## config.mk

```make
export PLATFORM = sky130hd
export DESIGN_NAME = clock_set_ctrl
export DESIGN_NICKNAME = d
export VERILOG_FILES = /design/src/rtl/clock_set_ctrl.sv
export SDC_FILE = /design/constraint.sdc
export NUM_CORES = 1
export LEC_CHECK = 0
export CAP_MARGIN = 20
export CORE_UTILIZATION = 40
export CTS_CLUSTER_DIAMETER = 120
export DETAILED_ROUTE_END_ITERATION = 7
export PLACE_DENSITY = 0.58
export SYNTH_ARGS = -nofsm -noshare
export SYNTH_HDL_FRONTEND = slang
export SYNTH_SLANG_ARGS = --single-unit
```

## constraint.sdc

```tcl
create_clock -name clk -period 1.9 [get_ports clk]
set_clock_uncertainty 0.2 [all_clocks]
set_input_delay 0.38 -clock clk [delete_from_list [all_inputs] [get_ports clk]]
set_output_delay 0.38 -clock clk [all_outputs]
set_load 0.03 [all_outputs]
```

## src/rtl/clock_set_ctrl.sv

```systemverilog
// clock_set_ctrl: RUN/SET sequencing for the seconds/minutes/hours chain.
// Define CLK_SET_TIMEOUT_EN to build the SET-mode inactivity timeout.
module clock_set_ctrl #(
  parameter int HOLD_CYC      = 500,
  parameter int RPT_CYC       = 100,
  parameter int TIMEOUT_TICKS = 10
) (
  input  logic       clk,
  input  logic       rst,
  input  logic       tick,
  input  logic       set_btn,
  input  logic       adv_btn,
  input  logic       sec_cy,
  input  logic       min_cy,
  output logic       sec_enb,
  output logic       min_enb,
  output logic       hr_enb,
  output logic       sec_clr,
  output logic [1:0] mode,
  output logic       blank
);

  typedef enum logic [1:0] {
    RUN     = 2'd0,
    SET_MIN = 2'd1,
    SET_HR  = 2'd2
  } state_e;

  localparam int HW = $clog2(HOLD_CYC + 1);
  localparam int RW = $clog2(RPT_CYC);
  localparam logic [HW-1:0] HOLD_MAX = HW'(HOLD_CYC);
  localparam logic [RW-1:0] RPT_LAST = RW'(RPT_CYC - 1);

  state_e        state_q, state_d;
  logic          set_q, adv_q;
  logic          phase_q, phase_d;
  logic [HW-1:0] hold_q, hold_d;
  logic [RW-1:0] rpt_q, rpt_d;
  logic          set_edge, adv_edge;
  logic          rpt_fire, adv_step;
  logic          mode_chg, tmo_exp;

  assign set_edge = set_btn & ~set_q;
  assign adv_edge = adv_btn & ~adv_q;
  assign rpt_fire = adv_btn & (hold_q == HOLD_MAX)
                  & (rpt_q == '0);
  assign adv_step = (adv_edge | rpt_fire) & ~set_edge;
  assign mode_chg = (state_d != state_q);
  assign mode     = state_q;

  // hold_q saturates at HOLD_CYC; rpt_q then paces repeats
  always_comb begin
    hold_d = hold_q;
    rpt_d  = rpt_q;
    if (!adv_btn) begin
      hold_d = '0;
      rpt_d  = '0;
    end else if (hold_q != HOLD_MAX) begin
      hold_d = hold_q + 1'b1;
    end else if (rpt_q == RPT_LAST) begin
      rpt_d = '0;
    end else begin
      rpt_d = rpt_q + 1'b1;
    end
  end

  always_comb begin
    state_d = state_q;
    unique case (state_q)
      RUN: begin
        if (set_edge) state_d = SET_MIN;
      end
      SET_MIN: begin
        if (set_edge)     state_d = SET_HR;
        else if (tmo_exp) state_d = RUN;
      end
      SET_HR: begin
        if (set_edge)     state_d = RUN;
        else if (tmo_exp) state_d = RUN;
      end
      default: state_d = RUN;
    endcase
  end

  assign phase_d = mode_chg ? 1'b0 : (phase_q ^ tick);

  always_ff @(posedge clk or posedge rst) begin
    if (rst) begin
      state_q <= RUN;
      set_q   <= 1'b0;
      adv_q   <= 1'b0;
      phase_q <= 1'b0;
      hold_q  <= '0;
      rpt_q   <= '0;
    end else begin
      state_q <= state_d;
      set_q   <= set_btn;
      adv_q   <= adv_btn;
      phase_q <= phase_d;
      hold_q  <= hold_d;
      rpt_q   <= rpt_d;
    end
  end

`ifdef CLK_SET_TIMEOUT_EN
  localparam int TW = $clog2(TIMEOUT_TICKS + 1);
  localparam logic [TW-1:0] TMO_LAST = TW'(TIMEOUT_TICKS - 1);

  logic [TW-1:0] tmo_q, tmo_d;

  // the tick that would reach TIMEOUT_TICKS triggers the return
  assign tmo_exp = (state_q != RUN) & tick & ~set_edge
                 & ~adv_edge & (tmo_q == TMO_LAST);

  always_comb begin
    tmo_d = tmo_q;
    if (mode_chg || set_edge || adv_edge || state_q == RUN)
      tmo_d = '0;
    else if (tick)
      tmo_d = tmo_q + 1'b1;
  end

  always_ff @(posedge clk or posedge rst) begin
    if (rst) tmo_q <= '0;
    else     tmo_q <= tmo_d;
  end
`else
  logic unused_tmo;
  assign unused_tmo = (TIMEOUT_TICKS != 0);
  assign tmo_exp    = 1'b0;
`endif

  always_comb begin
    sec_enb = 1'b0;
    min_enb = 1'b0;
    hr_enb  = 1'b0;
    sec_clr = 1'b0;
    blank   = 1'b0;
    unique case (state_q)
      RUN: begin
        sec_enb = tick & ~set_edge;
        min_enb = sec_cy;
        hr_enb  = min_cy;
        sec_clr = set_edge;
      end
      SET_MIN: begin
        min_enb = adv_step;
        blank   = phase_q & ~adv_btn;
      end
      SET_HR: begin
        hr_enb = adv_step;
        blank  = phase_q & ~adv_btn;
      end
      default: ;
    endcase
    if (rst) begin
      sec_enb = 1'b0;
      min_enb = 1'b0;
      hr_enb  = 1'b0;
      sec_clr = 1'b0;
      blank   = 1'b0;
    end
  end

endmodule
```

# Word-level counts from Yosys, hierarchy flattened
# Index checks and enable logic that the tools add are counted.
[classes]
n_reduce_logical = 3
muxes = 20
magnitude_cmp = 0
addsub = 2
div = 0
bitwise = 13
multipliers = 0
shifts = 0
n_eq_ne = 8
[ops]
columns = ["cell", "n"]
rows = [
  ["$mux 7", 3],
  ["$mux 9", 2],
  ["$add 9x1->9 const B", 1],
  ["$eq 9x9->1 const B", 1],
  ["$mux 1", 9],
  ["$ne 9x9->1 const B", 1],
  ["$add 7x1->7 const B", 1],
  ["$and 1x1->1", 7],
  ["$eq 7x7->1 const B", 1],
  ["$logic_not 7->1", 1],
  ["$mux 2", 3],
  ["$pmux 2 s3", 1],
  ["$not 1->1", 4],
  ["$pmux 1 s2", 2],
  ["$eq 2x1->1 const B", 1],
  ["$eq 2x2->1 const B", 1],
  ["$logic_not 2->1", 1],
  ["$ne 2x1->1 const B", 1],
  ["$ne 2x2->1", 1],
  ["$ne 2x2->1 const B", 1],
  ["$reduce_or 2->1", 1],
  ["$or 1x1->1", 1],
  ["$xor 1x1->1", 1],
]
[word_totals]
mem_bits_ro = 0
out_inout_bits = 7
in_bits = 7
latchBits = 0
mem_bits_rw = 0
elab_cells = 52
mem_count = 0
ff_bits = 21

# Longest topological paths before layout
[logic_depth]
depth_word = 7
mapped_depth = 6
mapped_depth_nobuf = 6

# Least setup slack after synthesis
# Ideal clock, no wire load.
[synth_path]
kind = "reg-to-output"
startpoint = "register state_q[0] (netlist: mode[0])"
endpoint = "output port blank"
slack_ns = -0.554
t_arrival_ns = 1.874
path_stages_with_launch = 4
cell_sequence = "dfrtp_1 inv_1 ha_1 nor4bb_1"
[synth_between]
elab_chain_cells = 4
word_cells_on_any_way = 5
classes_between = "eq/ne: 2; mux: 2; reduce/logical: 1"
[synth_rtl]
columns = ["element", "line_no", "source"]
rows = [
  ["from (decl)", "34", "state_e state_q, state_d;"],
  ["from (signal assigned)", "96", "state_q <= state_d;"],
  ["$eq 2x2->1 / $eq 2x1->1 (equally long branches)", "139", "unique case (state_q)"],
  ["$reduce_or 2->1 (no line) (*)", "--", ""],
  ["$mux 1 (*)", "--", ""],
  ["$mux 1 (*)", "156", "if (rst) begin"],
  ["to (decl)", "20", "output logic blank"],
]
# Mark *: on every way between the ends. The rest lies on a longest branch, timed or not.

# Worst setup path in the final report
[layout_path]
startpoint = "register rpt_q[1]"
endpoint = "output port min_enb"
[layout_between]
elab_chain_cells = 6
[layout_rtl]
columns = ["element", "line_no", "source"]
rows = [
  ["from (decl)", "38", "logic [RW-1:0] rpt_q, rpt_d;"],
  ["from (signal assigned)", "101", "rpt_q <= rpt_d;"],
  ["$logic_not 7->1", "46", "& (rpt_q == '0);"],
  ["$and 1x1->1", "46", ""],
  ["$or 1x1->1", "47", "assign adv_step = (adv_edge | rpt_fire) & ~set_edge;"],
  ["$and 1x1->1", "47", ""],
  ["$pmux 1 s2", "139", ""],
  ["$mux 1", "156", ""],
  ["to (decl)", "16", "output logic min_enb,"],
]
# Every way passes these cells.

==> flow_metrics.env <==
export IMPL_overflow=0
export IMPL_yosysTopAreaCellShare_pct=42.7
export IMPL_p_total_w=0.00138
export IMPL_finalSetupViolations=4
export IMPL_ys_seq_elements=21
export IMPL_area_delta_synth_final_pct=45.7
export IMPL_nets=190
export IMPL_clk_path_buf_depth=2
export IMPL_drv_slew=0
export IMPL_wl_per_cell_um=13.5
export IMPL_worstSetupStartpoint="rpt_q[1]$_DFFE_PP0P_"
export IMPL_port_buffers=13
export IMPL_synthCells=126
export IMPL_synth_edf_count=0
export IMPL_post_route_period_util_pct=133
export IMPL_vias_per_cell=5.23
export IMPL_num_vias=1072
export IMPL_cts_root_buffer="clkbuf_4"
export IMPL_violations="setup timing"
export IMPL_rows=19
export IMPL_cp_required_ns=1.32
export IMPL_outcome="complete, but fails checks"
export IMPL_drt_pass1_iterations=4
export IMPL_die_w_um=57.5
export IMPL_fp_dieH_um=57.5
export IMPL_cap_violations=0
export IMPL_dpl_cell_area_sq_um=1650
export IMPL_synth_fp_nets=141
export IMPL_synth_most_common_cell="dfrtp_1"
export IMPL_slowest_stage="dfrtp_1"
export IMPL_max_freq_mhz=396
export IMPL_core_sq_um=2830
export IMPL_cpPeakStageDelay_ns=0.41
export IMPL_p_switching_w=0.000485
export IMPL_post_route_min_period_ns=2.52
export IMPL_worst_pin_slew_ns=0.301
export IMPL_yosysSeqAreaShare_pct=42.7
export IMPL_ios=14
export IMPL_grt_pass1_wl_um=4710
export IMPL_combPwrFrac_pct=46.4
export IMPL_arrival_ns=1.94
export IMPL_post_dp_hpwl_um=2020
export IMPL_r2r_start="rpt_q[1]$_DFFE_PP0P_"
export IMPL_grt_usage_pct=18.6
export IMPL_synthArstFlopShare_pct=100
export IMPL_hp_class="in -> async"
export IMPL_grt_max_degree=22
export IMPL_gp_congestion=0.816
export IMPL_antenna_found_initial=0
export IMPL_total_leakage_power_nw=0.853
export IMPL_endpoint_kind="primary output"
export IMPL_max_slew_margin_pct=80.0
export IMPL_syn_avg_cell_area_sq_um=9.77
export IMPL_tritoncts="done"
export IMPL_cp_cell_sequence="inv_1, ha_1, or3b_1, o41ai_2, and4_4, a22o_4, buf_6"
export IMPL_finish_instance_area_sq_um=1790
export IMPL_swShare_pct=35.3
export IMPL_first_iter_violations=32
export IMPL_antenna_diode_count=0
export IMPL_rsz0062_at_grt="yes"
export IMPL_h_tree_depth=1
export IMPL_netlist_top_cells_count="dfrtp_1, inv_1, nand3_1"
export IMPL_syn_area_sq_um=1230
export IMPL_cts_made_buffers=3
export IMPL_peakVddDrop_uv=757
export IMPL_start_kind="flip-flop"
export IMPL_seqPwrFrac_pct=37.2
export IMPL_synth_area_top_cells="dfrtp_1, ha_1, nand3_1, inv_1, xnor2_1"
export IMPL_die_area_sq_um=3300
export IMPL_clkPwrFrac_pct=16.4
export IMPL_ant_nets=0
export IMPL_ys_types=39
export IMPL_ys_warn_count=0
export IMPL_p_per_area_nw_per_um2=767
export IMPL_grt_pass1_vias=1046
export IMPL_synth_top_area_cell="dfrtp_1"
export IMPL_layout_setup_ws_ns=-0.623
export IMPL_insertion_delay_ns=0.31
export IMPL_layout_drive_gt1_share_pct=38.5
export IMPL_crit_fanout=2
export IMPL_hold_violations=0
export IMPL_start_util_pct=43.5
export IMPL_cell_internal_pwr_w=0.000891
export IMPL_path_clk_slew_ns=0.12
export IMPL_cts_sinks=21
export IMPL_finalWirelength_um=2760
export IMPL_crit_type="reg -> out"
export IMPL_drc=0
export IMPL_synth_flop_cell="dfrtp_1"
[cells in the final DEF, fill, tap and decap left out, types with 2 or more instances in the layout]
| master | synthesis | final |
|---|---|---|
| buf_4 | 0 | 31 |
| dfrtp_1 | 21 | 20 |
| nand3_1 | 10 | 10 |
| nand2_1 | 9 | 9 |
| inv_1 | 10 | 7 |
| buf_6 | 0 | 7 |
| o21ai_0 | 5 | 5 |
| and2_1 | 5 | 5 |
| ha_1 | 8 | 5 |
| dlygate4sd2_1 | 0 | 5 |
| a21boi_0 | 4 | 4 |
| nor3_1 | 5 | 4 |
| xnor2_1 | 4 | 4 |
| or3_1 | 3 | 3 |
| nor2_1 | 4 | 3 |
| nand4b_1 | 3 | 3 |
| a21oi_1 | 3 | 3 |
| clkbuf_4 | 0 | 3 |
| clkdlybuf4s50_1 | 0 | 3 |
| nor2_4 | 0 | 2 |
| o22ai_1 | 2 | 2 |
| or2_2 | 3 | 2 |
| xor2_1 | 2 | 2 |
| inv_2 | 0 | 2 |
| a22o_4 | 0 | 2 |
| nor2b_1 | 2 | 2 |
| ha_2 | 0 | 2 |
[power by group through the flow]
| stage | clock network, W | logic [W] | registers, W |
|---|---|---|---|
| final | 0.000226 | 0.000639 | 0.000512 |
| after detailed placement | 0 | 0.000548 | 0.000518 |
| after global placement | 0 | 0.000538 | 0.000515 |
| after CTS | 0.000240 | 0.000620 | 0.000512 |
| after floorplan | 0 | 0.000282 | 0.000565 |
| after global routing | 0.000259 | 0.000693 | 0.000517 |
[what timing repair did]
action	in CTS	in global routing
gates resized for setup	19	9
endpoints found under the setup margin	7	8
hold buffers	0	0
buffers inserted	2	2
pin swaps	5	2
[state kept, by name (all words and copies together) (netlist names)]
register,count
adv_q,1
phase_q,1
mode,2
rpt_q,7
hold_q,9
set_q,1
[final timing paths]
kind                                               to  slack [ns]  cells past startpoint
worst max-delay path                          min_enb       -0.62                      7
worst min-delay path            hold_q[7]$_DFFE_PP0N_        0.09                      3
worst max register to register   rpt_q[6]$_DFFE_PP0P_        0.04                      7
worst min register to register   rpt_q[0]$_DFFE_PP0P_        0.38                      2
max in group asynchronous           mode[0]$_DFF_PP0_        1.18                      3
min in group clk                      set_q$_DFF_PP0_        0.17                      1
[through the flow]
| stage | utilization (%) | worst slack (ns) | hold slack (ns) | setup TNS [ns] | instances |
|---|---|---|---|---|---|
| 2_1_floorplan | - | -0.202 | 0.162 | -0.438 | 126 |
| 3_3_place_gp | 58.4 | -0.284 | 0.351 | -1.17 | 197 |
| 3_5_place_dp | 58.4 | -0.304 | 0.354 | -1.23 | 197 |
| 4_1_cts | 61.5 | -0.655 | 0.0649 | -1.54 | 203 |
| 5_1_grt | 63.4 | -0.719 | 0.114 | -1.88 | 205 |
| 6_report | 63.4 | -0.623 | 0.0913 | -1.44 | 205 |
[per-layer routing]
layer  up-vias  GRT usage (%)  wire, um
met1       504           24.5      1370
met2        15           30.9      1270
met4         0           6.27        41
met5         -              0         0
met3         4           3.17        83
li1        549              -         -
[logic make-up after synthesis]
family,after synthesis,synth area share [%]
AO/OA/AOI/OAI,21,11.9
buffers and inverters,12,3.66
flip-flops,21,42.7
AND/OR/NAND/NOR,58,29.4
XOR/XNOR,6,4.27
adder cells (fa/ha/maj),8,8.13
[critical path, delay by kind of cell, from the launching register on]
kind,cells,cell delay (ns)
AO/OA/AOI/OAI,2,0.31
adder cells (fa/ha/maj),1,0.12
buffers and inverters,2,0.18
flip-flops,1,0.41
AND/OR/NAND/NOR,2,0.62
[area by class of cell]
class | count | area [sq um]
tap | 31 | 38.8
timing repair buffer | 46 | 385
sequential | 21 | 527
clock buffer | 3 | 22.5
inverter | 10 | 40.0
multi-input combinational | 93 | 776
fill | 246 | 1030
clock inverter | 1 | 5.00
Note: power is estimated with default switching activity, not from simulation.
==> RTL edit (same flow settings) <==
Build with the macro `CLK_SET_TIMEOUT_EN` defined.
--- a/src/rtl/clock_set_ctrl.sv
+++ b/src/rtl/clock_set_ctrl.sv
@@ -1,4 +1,6 @@
 // clock_set_ctrl: RUN/SET sequencing for the seconds/minutes/hours chain.
 // Define CLK_SET_TIMEOUT_EN to build the SET-mode inactivity timeout.
+`define CLK_SET_TIMEOUT_EN
+
 module clock_set_ctrl #(
   parameter int HOLD_CYC      = 500,
Behaviour: no difference found for any inputs over 10 cycles, from zero or initial values and one cycle with rst high; that may be too few to reach the edited logic, so the function may still have changed.
==> RTL edit against the unedited design <==
The run still ends with setup timing left; routed wire length up 40%; largest cell class unchanged; sequential cell count up 4; hold slack better by 0.062 ns; synthesized cell count up 25%; cell area up 27%; highest routed layer unchanged; sequential share of layout area down 1.8 points; register-to-register slack worse by 0.08 ns; power up 45%; die area up 21%; largest power group unchanged; fmax down 7.5%; synthesized area up 21%; critical path depth unchanged; clock power up 44%; worst setup slack worse by 0.20 ns.
==> RTL edit: results (changes against the unedited design) <==
The checks that failed: setup timing. The clock transition time at the flip-flop clock pins of the worst setup and hold paths is 0.09 ns (-0.03 ns), and the number of fill cells is 280 (+14%). The pin count of the biggest net entering global routing is 26 (+18%). The run gives -0.827 ns (-0.204 ns) as the worst-case setup margin in the final layout. The placed wire-length estimate was 2810 um (+39%); the wire length of the first global-routing pass was 6860 um (+46%).

The tools report the part of the Yosys area used for sequential elements as 41.8% (-0.84 points). Among all stages on the critical path, the largest delay is contributed by or4b_1. In the synthesized netlist, the cells that appear most often are dfrtp_1, nand2_1, a21oi_1, inv_1. The via density per instance was 5.15 (-1.6%).

After synthesis, the cell types taking the most area are dfrtp_1, ha_1, a21oi_1, nand2_1, inv_1. The tools report the static leakage as 1.01 nW (+19%). The run gives 262 (+33%) as the total placed cells including tap cells. The flow ran to the end, but the final reports show violations.

Via count: 1379 (+29%). The logs give 175 (+24%) for the number of nets in the synthesized netlist and 240 (+26%) for the net count reported at finish. The tools report the arrival time at the worst endpoint as 2.15 ns (+0.21 ns). The placer's final routability congestion estimate is 0.863 (+5.8%), and the maximum vdd drop is 0.833 mV (+10%). The number of unique standard cell types used by synthesis came out at 41 (+5.1%). The average cell area after synthesis works out to 9.46 um2 (-3.2%). The largest registers in the layout are hold_q x9, rpt_q x7, tmo_q x4. The run gives 2 (unchanged) as the deepest clock path buffer count. The tools report the first-iteration detailed-routing DRC count as 80 (+150%). The run gives -1.83 ns (-0.390 ns) as the accumulated negative setup slack. The logs give 21.9% (+3.3 points) for the overall global routing resource usage and 1490 (+42%) for the via count of the first global-routing pass. The run gives 772 uW (+59%) as the switching power of the nets. The wire length after detailed routing is 3860 um (+40%).

The run gives 72.4% (-7.6 points) as the max-slew headroom at the worst pin. For the DRC violation count after routing, the log shows 0 (unchanged). The buffer type at the clock tree root is clkbuf_8.

The fraction of final layout cells with drive strength greater than 1 came out at 43.7% (+5.2 points). The delay of the slowest cell on the worst path is 0.44 ns (+0.03 ns). The tools report the final setup violation count as 5 (+1).
-- RTL edit: timing repair --
item	in CTS	in global routing
cloned	1	0
pin swaps	2	12
setup endpoints to repair	17	16
hold buffers	0	0
gates resized for setup	35	20
setup buffers	0	4
-- RTL edit: area by class of cell --
cell class	count	share of cell area (%)
multi-input combinational	118	42.8
inverter	13	2.42
sequential	25	27.6
timing repair buffer	62	22.5
clock inverter	1	0.330
tap	46	2.53
clock buffer	3	1.81
-- RTL edit: stage by stage --
step / total power, mW / utilization (%) / instance area (um2) / setup slack [ns] / hold WS [ns]
6_report: 2.00 / 65.7 / 2280 / -0.827 / 0.153
3_3_place_gp: 1.46 / 58.9 / 2040 / -0.528 / 0.310
4_1_cts: 1.93 / 62.9 / 2180 / -0.854 / 0.161
2_1_floorplan: 1.08 / - / 1520 / -0.420 / 0.0670
5_1_grt: 2.13 / 65.7 / 2280 / -0.968 / 0.183
3_5_place_dp: 1.48 / 58.9 / 2040 / -0.577 / 0.315
-- RTL edit: final timing paths --
| path | slack, ns | from | end | depth (start not counted) |
|---|---|---|---|---|
| setup / recovery | -0.83 | rpt_q[0]$_DFFE_PP0P_ | min_enb | 7 |
| hold / removal | 0.15 | rst | hold_q[5]$_DFFE_PP0N_ | 3 |
| setup reg to reg | -0.04 | rpt_q[5]$_DFFE_PP0P_ | rpt_q[6]$_DFFE_PP0P_ | 7 |
| hold reg to reg | 0.35 | rpt_q[6]$_DFFE_PP0P_ | rpt_q[6]$_DFFE_PP0P_ | 1 |
| max in group asynchronous | 1.08 | rst | mode[0]$_DFF_PP0_ | 3 |
| min in group clk | 0.19 | set_btn | set_q$_DFF_PP0_ | 2 |
-- RTL edit: cell families (layout without fill, tap and decap cells) --
logic type | count (synthesis) | in the layout | share of synthesized area (%)
AND/OR/NAND/NOR | 66 | 66 | 24.3
AO/OA/AOI/OAI | 34 | 34 | 16.9
flip-flops | 25 | 25 | 41.8
buffers and inverters | 15 | 79 | 3.85
adder cells (fa/ha/maj) | 10 | 10 | 8.37
XOR/XNOR | 7 | 7 | 4.10
multiplexers | 1 | 1 | 0.669
-- RTL edit: tightest hold or removal path, delay by kind of cell --
family	cells	cell delay [ns]
buffers and inverters	3	0.65
-- RTL edit: metal layers --
metal / wire length (um) / global-route usage, % / vias to the layer above
met2: 1880 / 36.0 / 11
met5: 0 / 0 / -
li1: - / - / 703
met1: 1830 / 30.2 / 659
met4: 62 / 6.69 / 0
met3: 94 / 2.17 / 6
-- RTL edit: power groups by stage --
stage | registers, mW | logic, mW | clock network [mW]
finish | 0.616 | 1.06 | 0.326
global route | 0.624 | 1.15 | 0.361
CTS | 0.616 | 0.980 | 0.338
detailed placement | 0.622 | 0.855 | 0
global placement | 0.619 | 0.839 | 0
floorplan | 0.681 | 0.402 | 0
